**src/rtl/fpu_op_sequencer.sv**
```systemverilog
// Sequencer between a single requester and a multi-cycle FP datapath: issue, wait for done, hold response.
// Define FPU_SEQ_TIMEOUT_EN to add a WAIT watchdog that aborts after TIMEOUT_CYC cycles.
module fpu_op_sequencer #(
  parameter int DATA_W      = 32,
  parameter int TIMEOUT_CYC = 64
) (
  input  logic              clk,
  input  logic              rst,
  input  logic              req_valid,
  output logic              req_ready,
  input  logic [1:0]        req_op,
  input  logic [DATA_W-1:0] req_a,
  input  logic [DATA_W-1:0] req_b,
  output logic              unit_start,
  output logic [1:0]        unit_sel,
  output logic [DATA_W-1:0] unit_a,
  output logic [DATA_W-1:0] unit_b,
  input  logic              done_add_sub,
  input  logic              done_div,
  input  logic [DATA_W-1:0] unit_result,
  output logic              rsp_valid,
  input  logic              rsp_ready,
  output logic [DATA_W-1:0] rsp_data,
  output logic              rsp_timeout,
  output logic              busy
);

  typedef enum logic [1:0] {ST_IDLE, ST_ISSUE, ST_WAIT, ST_RESP} state_e;

  state_e              state_q;
  logic                req_ready_q;
  logic                busy_q;
  logic                unit_start_q;
  logic                rsp_valid_q;
  logic [1:0]          sel_q;
  logic [DATA_W-1:0]   a_q;
  logic [DATA_W-1:0]   b_q;
  logic [DATA_W-1:0]   rsp_data_q;
  logic                qual_done;
  logic                timeout_hit;

  // Only the flag belonging to the selected unit may end the wait.
  assign qual_done = (sel_q == 2'b11) ? done_div : done_add_sub;

`ifdef FPU_SEQ_TIMEOUT_EN
  localparam int CNT_W = $clog2(TIMEOUT_CYC) + 1;

  logic [CNT_W-1:0] tmo_cnt_q;
  logic             rsp_timeout_q;

  assign timeout_hit = (tmo_cnt_q == CNT_W'(TIMEOUT_CYC - 1));
  assign rsp_timeout = rsp_timeout_q;

  always_ff @(posedge clk or posedge rst) begin
    if (rst) begin
      tmo_cnt_q     <= '0;
      rsp_timeout_q <= 1'b0;
    end else begin
      if (state_q == ST_ISSUE)
        tmo_cnt_q <= '0;
      else if (state_q == ST_WAIT && !qual_done && !timeout_hit)
        tmo_cnt_q <= tmo_cnt_q + 1'b1;
      // A done arriving on the expiry cycle still counts as a real result.
      if (state_q == ST_WAIT) begin
        if (qual_done)
          rsp_timeout_q <= 1'b0;
        else if (timeout_hit)
          rsp_timeout_q <= 1'b1;
      end
    end
  end
`else
  logic unused_tmo;
  assign unused_tmo  = (TIMEOUT_CYC > 0);
  assign timeout_hit = 1'b0;
  assign rsp_timeout = 1'b0;
`endif

  always_ff @(posedge clk or posedge rst) begin
    if (rst) begin
      state_q      <= ST_IDLE;
      req_ready_q  <= 1'b1;
      busy_q       <= 1'b0;
      unit_start_q <= 1'b0;
      rsp_valid_q  <= 1'b0;
      sel_q        <= 2'b00;
      a_q          <= '0;
      b_q          <= '0;
      rsp_data_q   <= '0;
    end else begin
      case (state_q)
        ST_IDLE: begin
          if (req_valid) begin
            sel_q        <= req_op;
            a_q          <= req_a;
            b_q          <= req_b;
            unit_start_q <= 1'b1;
            req_ready_q  <= 1'b0;
            busy_q       <= 1'b1;
            state_q      <= ST_ISSUE;
          end
        end
        ST_ISSUE: begin
          unit_start_q <= 1'b0;
          state_q      <= ST_WAIT;
        end
        ST_WAIT: begin
          if (qual_done) begin
            rsp_data_q  <= unit_result;
            rsp_valid_q <= 1'b1;
            state_q     <= ST_RESP;
          end else if (timeout_hit) begin
            rsp_data_q  <= '0;
            rsp_valid_q <= 1'b1;
            state_q     <= ST_RESP;
          end
        end
        ST_RESP: begin
          if (rsp_ready) begin
            rsp_valid_q <= 1'b0;
            req_ready_q <= 1'b1;
            busy_q      <= 1'b0;
            state_q     <= ST_IDLE;
          end
        end
        default: begin
          state_q      <= ST_IDLE;
          req_ready_q  <= 1'b1;
          busy_q       <= 1'b0;
          unit_start_q <= 1'b0;
          rsp_valid_q  <= 1'b0;
        end
      endcase
    end
  end

  assign req_ready  = req_ready_q;
  assign busy       = busy_q;
  assign unit_start = unit_start_q;
  assign unit_sel   = sel_q;
  assign unit_a     = a_q;
  assign unit_b     = b_q;
  assign rsp_valid  = rsp_valid_q;
  assign rsp_data   = rsp_data_q;

endmodule

```
**config.mk**
```make
export PLATFORM = sky130hd
export DESIGN_NAME = fpu_op_sequencer
export DESIGN_NICKNAME = d
export VERILOG_FILES = /design/src/rtl/fpu_op_sequencer.sv
export SDC_FILE = /design/constraint.sdc
export NUM_CORES = 1
export LEC_CHECK = 0
export CORE_MARGIN = 4
export CORE_UTILIZATION = 25
export CTS_BUF_LIST = sky130_fd_sc_hd__clkbuf_2
export CTS_CLUSTER_DIAMETER = 80
export DETAILED_ROUTE_END_ITERATION = 8
export HOLD_SLACK_MARGIN = 0.08
export SLEW_MARGIN = 20
export SYNTH_ARGS = -nofsm -noshare
export SYNTH_HDL_FRONTEND = slang
export SYNTH_SLANG_ARGS = --single-unit
```
**constraint.sdc**
```tcl
create_clock -name clk -period 3.4 [get_ports clk]
set_input_delay 0.34 -clock clk [delete_from_list [all_inputs] [get_ports clk]]
set_output_delay 0.34 -clock clk [all_outputs]
set_load 0.01 [all_outputs]
```
==> results_dict.tcl <==
set metrics [dict create \
    synth_area_per_cell_um2 16.9 \
    syn_nets 353 \
    irDropWorstVdd_mv 0.428 \
    clock_skew_ns 0.0268 \
    relSlewSlack_pct 48.0 \
    cts_buffers 9 \
    routed_wl_um 10500 \
    dr.pass1.iters 4 \
    clkSinkCount 104 \
    min_to "unit_b[7]" \
    holdWs_ns 0.358 \
    antenna_found_initial 0 \
    slew_viol_final 0 \
    critical_path.slowest_cell "a21bo_2" \
    ys_top_cells_by_area "dfrtp_1, mux2_2, mux2_4" \
    wire_per_inst_um 15.5 \
    postRouteAntennaNets 0 \
    synth_ff_type "dfrtp_1" \
    cts_setup_buffers 0 \
    finalSetupTns_ns 0 \
    layout_commonest_cell "clkdlybuf4s50_1" \
    path_delay_family "compound AO/OA/AOI/OAI gates" \
    r2r_cells 5 \
    syn_to_final_growth_pct 58.6 \
    dp_hpwl_um 7700 \
    insertedDiodeCount 0 \
    crit_path_cell_trace "inv_1 -> ha_1 -> a21bo_2 -> buf_4 -> mux2_4" \
    drv_cap 0 \
    worstSetupPathType "flip-flop to flip-flop" \
    root_buffer "clkbuf_2" \
    cellLeakagePower_uw 0.00283 \
    worstReg2RegStart "state_q[0]" \
    grt_max_degree 76 \
    die_x_um 137 \
    placementRows 46 \
    yosysUniqueCellTypes 24 \
    drive_gt1_share_pct 26.7 \
    yosys.area.top_type "dfrtp_1" \
    critPathRequiredTime_ns 3.85 \
    power_uw 5870 \
    grt_pass1_wl_um 15800 \
    initial_utilization_pct 25.9 \
    coreArea_um2 16100 \
    ff2ff_setup_slack_ns 1.14 \
    synth_largest_type_area_fraction_pct 62.1 \
    synthCells 245 \
    gp_congestion 0.709 \
    hp-class "input pin to flip-flop" \
    grt.overflow.total 0 \
    period_share_pct 66.5 \
    nNetsFinal 564 \
    drcViolationCount 0 \
    final_cell_mix "clkdlybuf4s50_1, dfrtp_1, mux2_2" \
    clkLatencyLatePin_ns 0.57 \
    cts_tree "built" \
    drtIter0Drc 107 \
    clkTransAtPathRegs_ns 0.28 \
    tightest_slew_ns 0.780 \
    end_kind "flip-flop" \
    portBuffers 205 \
    grt.total_usage_pct 10.9 \
    final_cells 677 \
    cts_buffer_depth 2 \
    max_stage_delay_ns 0.71 \
    p_per_area_nw_per_um2 891 \
    synth_edf_count 0 \
    start_kind "flip-flop" \
    yosysWarningCount 0 \
    synth_seq_cells 104 \
    die_area_um2 18700 \
    h-tree-depth 3 \
    finalHoldViolCount 0 \
    post-place-cells 659 \
    outcome "completed" \
    synth-async-reset-ratio_pct 100 \
    syn_area_um2 4150 \
    num_vias 2805 \
    vias_per_cell 4.14 \
    holdPathStages 2 \
    worstPathBufferInverterCount 2 \
    fp.dieH_um 137 \
    ys_seq_area_share_pct 62.7 \
    cp_max_fo 23 \
    grt_setup_unrepaired "no" \
    grt_pass1_vias 2988 \
    r2r-end "rsp_data[2]" \
    fmax_mhz 443 \
    pin_count 207 \
    min_from "req_b[7]" \
    cp.depth 5 \
    critPathArrivalTime_ns 2.71 \
    period_needed_ns 2.26 \
    setup_viol 0 \
]
[layer usage]
metal	vias to the layer above	routed length (µm)	track usage, %
met4	0	185	4.77
li1	1283	-	-
met2	133	4850	17.3
met5	-	0	0
met3	12	1050	4.60
met1	1377	4400	13.0
[layout make-up]
class	instances	area, µm²
clock buffer	9	45.0
multi-input combinational	124	1420
tap	216	270
timing repair buffer	212	2140
sequential	104	2600
inverter	5	21.3
fill	1455	9470
clock inverter	7	86.3
[worst max path at each step]
stage,startpoint,end,slack [ns]
after floorplan,rst,busy,0.33
after global placement,done_add_sub,rsp_data[6],1.04
after detailed placement,done_add_sub,rsp_data[30],0.97
after CTS,state_q[0],rsp_data[2],1.11
after global routing,state_q[0],rsp_data[2],1.03
final,state_q[0],rsp_data[2],1.14
[flip-flops by register name, indices dropped and copies added (netlist names)]
name,flops
unit_b,32
unit_a,32
rsp_valid,1
state_q,2
unit_sel,2
busy,1
rsp_data,32
req_ready,1
unit_start,1
[through the flow]
stage / utilization [%] / worst slack, ns / cell area (µm²)
finish: 41.0 / 1.14 / 6580
global route: 41.0 / 1.03 / 6580
floorplan: - / 0.329 / 4150
global placement: 39.9 / 1.04 / 6410
CTS: 40.8 / 1.11 / 6550
detailed placement: 39.9 / 0.974 / 6410
[kinds of logic (layout without fill, tap and decap cells)]
| kind of cell | Yosys count | after routing | share of synthesized area (%) |
|---|---|---|---|
| compound gates | 10 | 10 | 1.93 |
| fa+ha+maj | 4 | 4 | 1.21 |
| buf+inv | 17 | 233 | 3.19 |
| flops | 104 | 104 | 62.7 |
| mux | 100 | 100 | 29.7 |
| other cells | 1 | 1 | 0.0903 |
| simple gates | 9 | 9 | 1.15 |
[what timing repair did]
item | 4_1_cts | 5_1_grt
resized for setup | 0 | 0
endpoints found under the hold margin | 0 | 24
hold buffers | 0 | 1
[cell usage after synthesis, drive strengths merged (2+ instances only)]
cell     number
nand2         2
mux2         99
dfrtp       103
a21oi         3
nand2b        2
o2bb2ai       2
nor2b         2
ha            4
a21bo         2
buf          12
inv           5
[report_power, final]
group / internal [µW] / total, µW / switching (µW) / leakage [µW]
combinational: 1950 / 3020 / 1060 / 0.00152
clock: 237 / 638 / 401 / 0.0000807
sequential: 1870 / 2210 / 342 / 0.00123
total: 4060 / 5870 / 1800 / 0.00283
[worst register-to-register path: stages (launching register included)]
cell     delay, ns
dfrtp_1       0.46
inv_1         0.08
ha_1          0.24
a21bo_2       0.71
buf_4         0.36
mux2_4        0.32
Note: power is estimated with default switching activity, not from simulation.
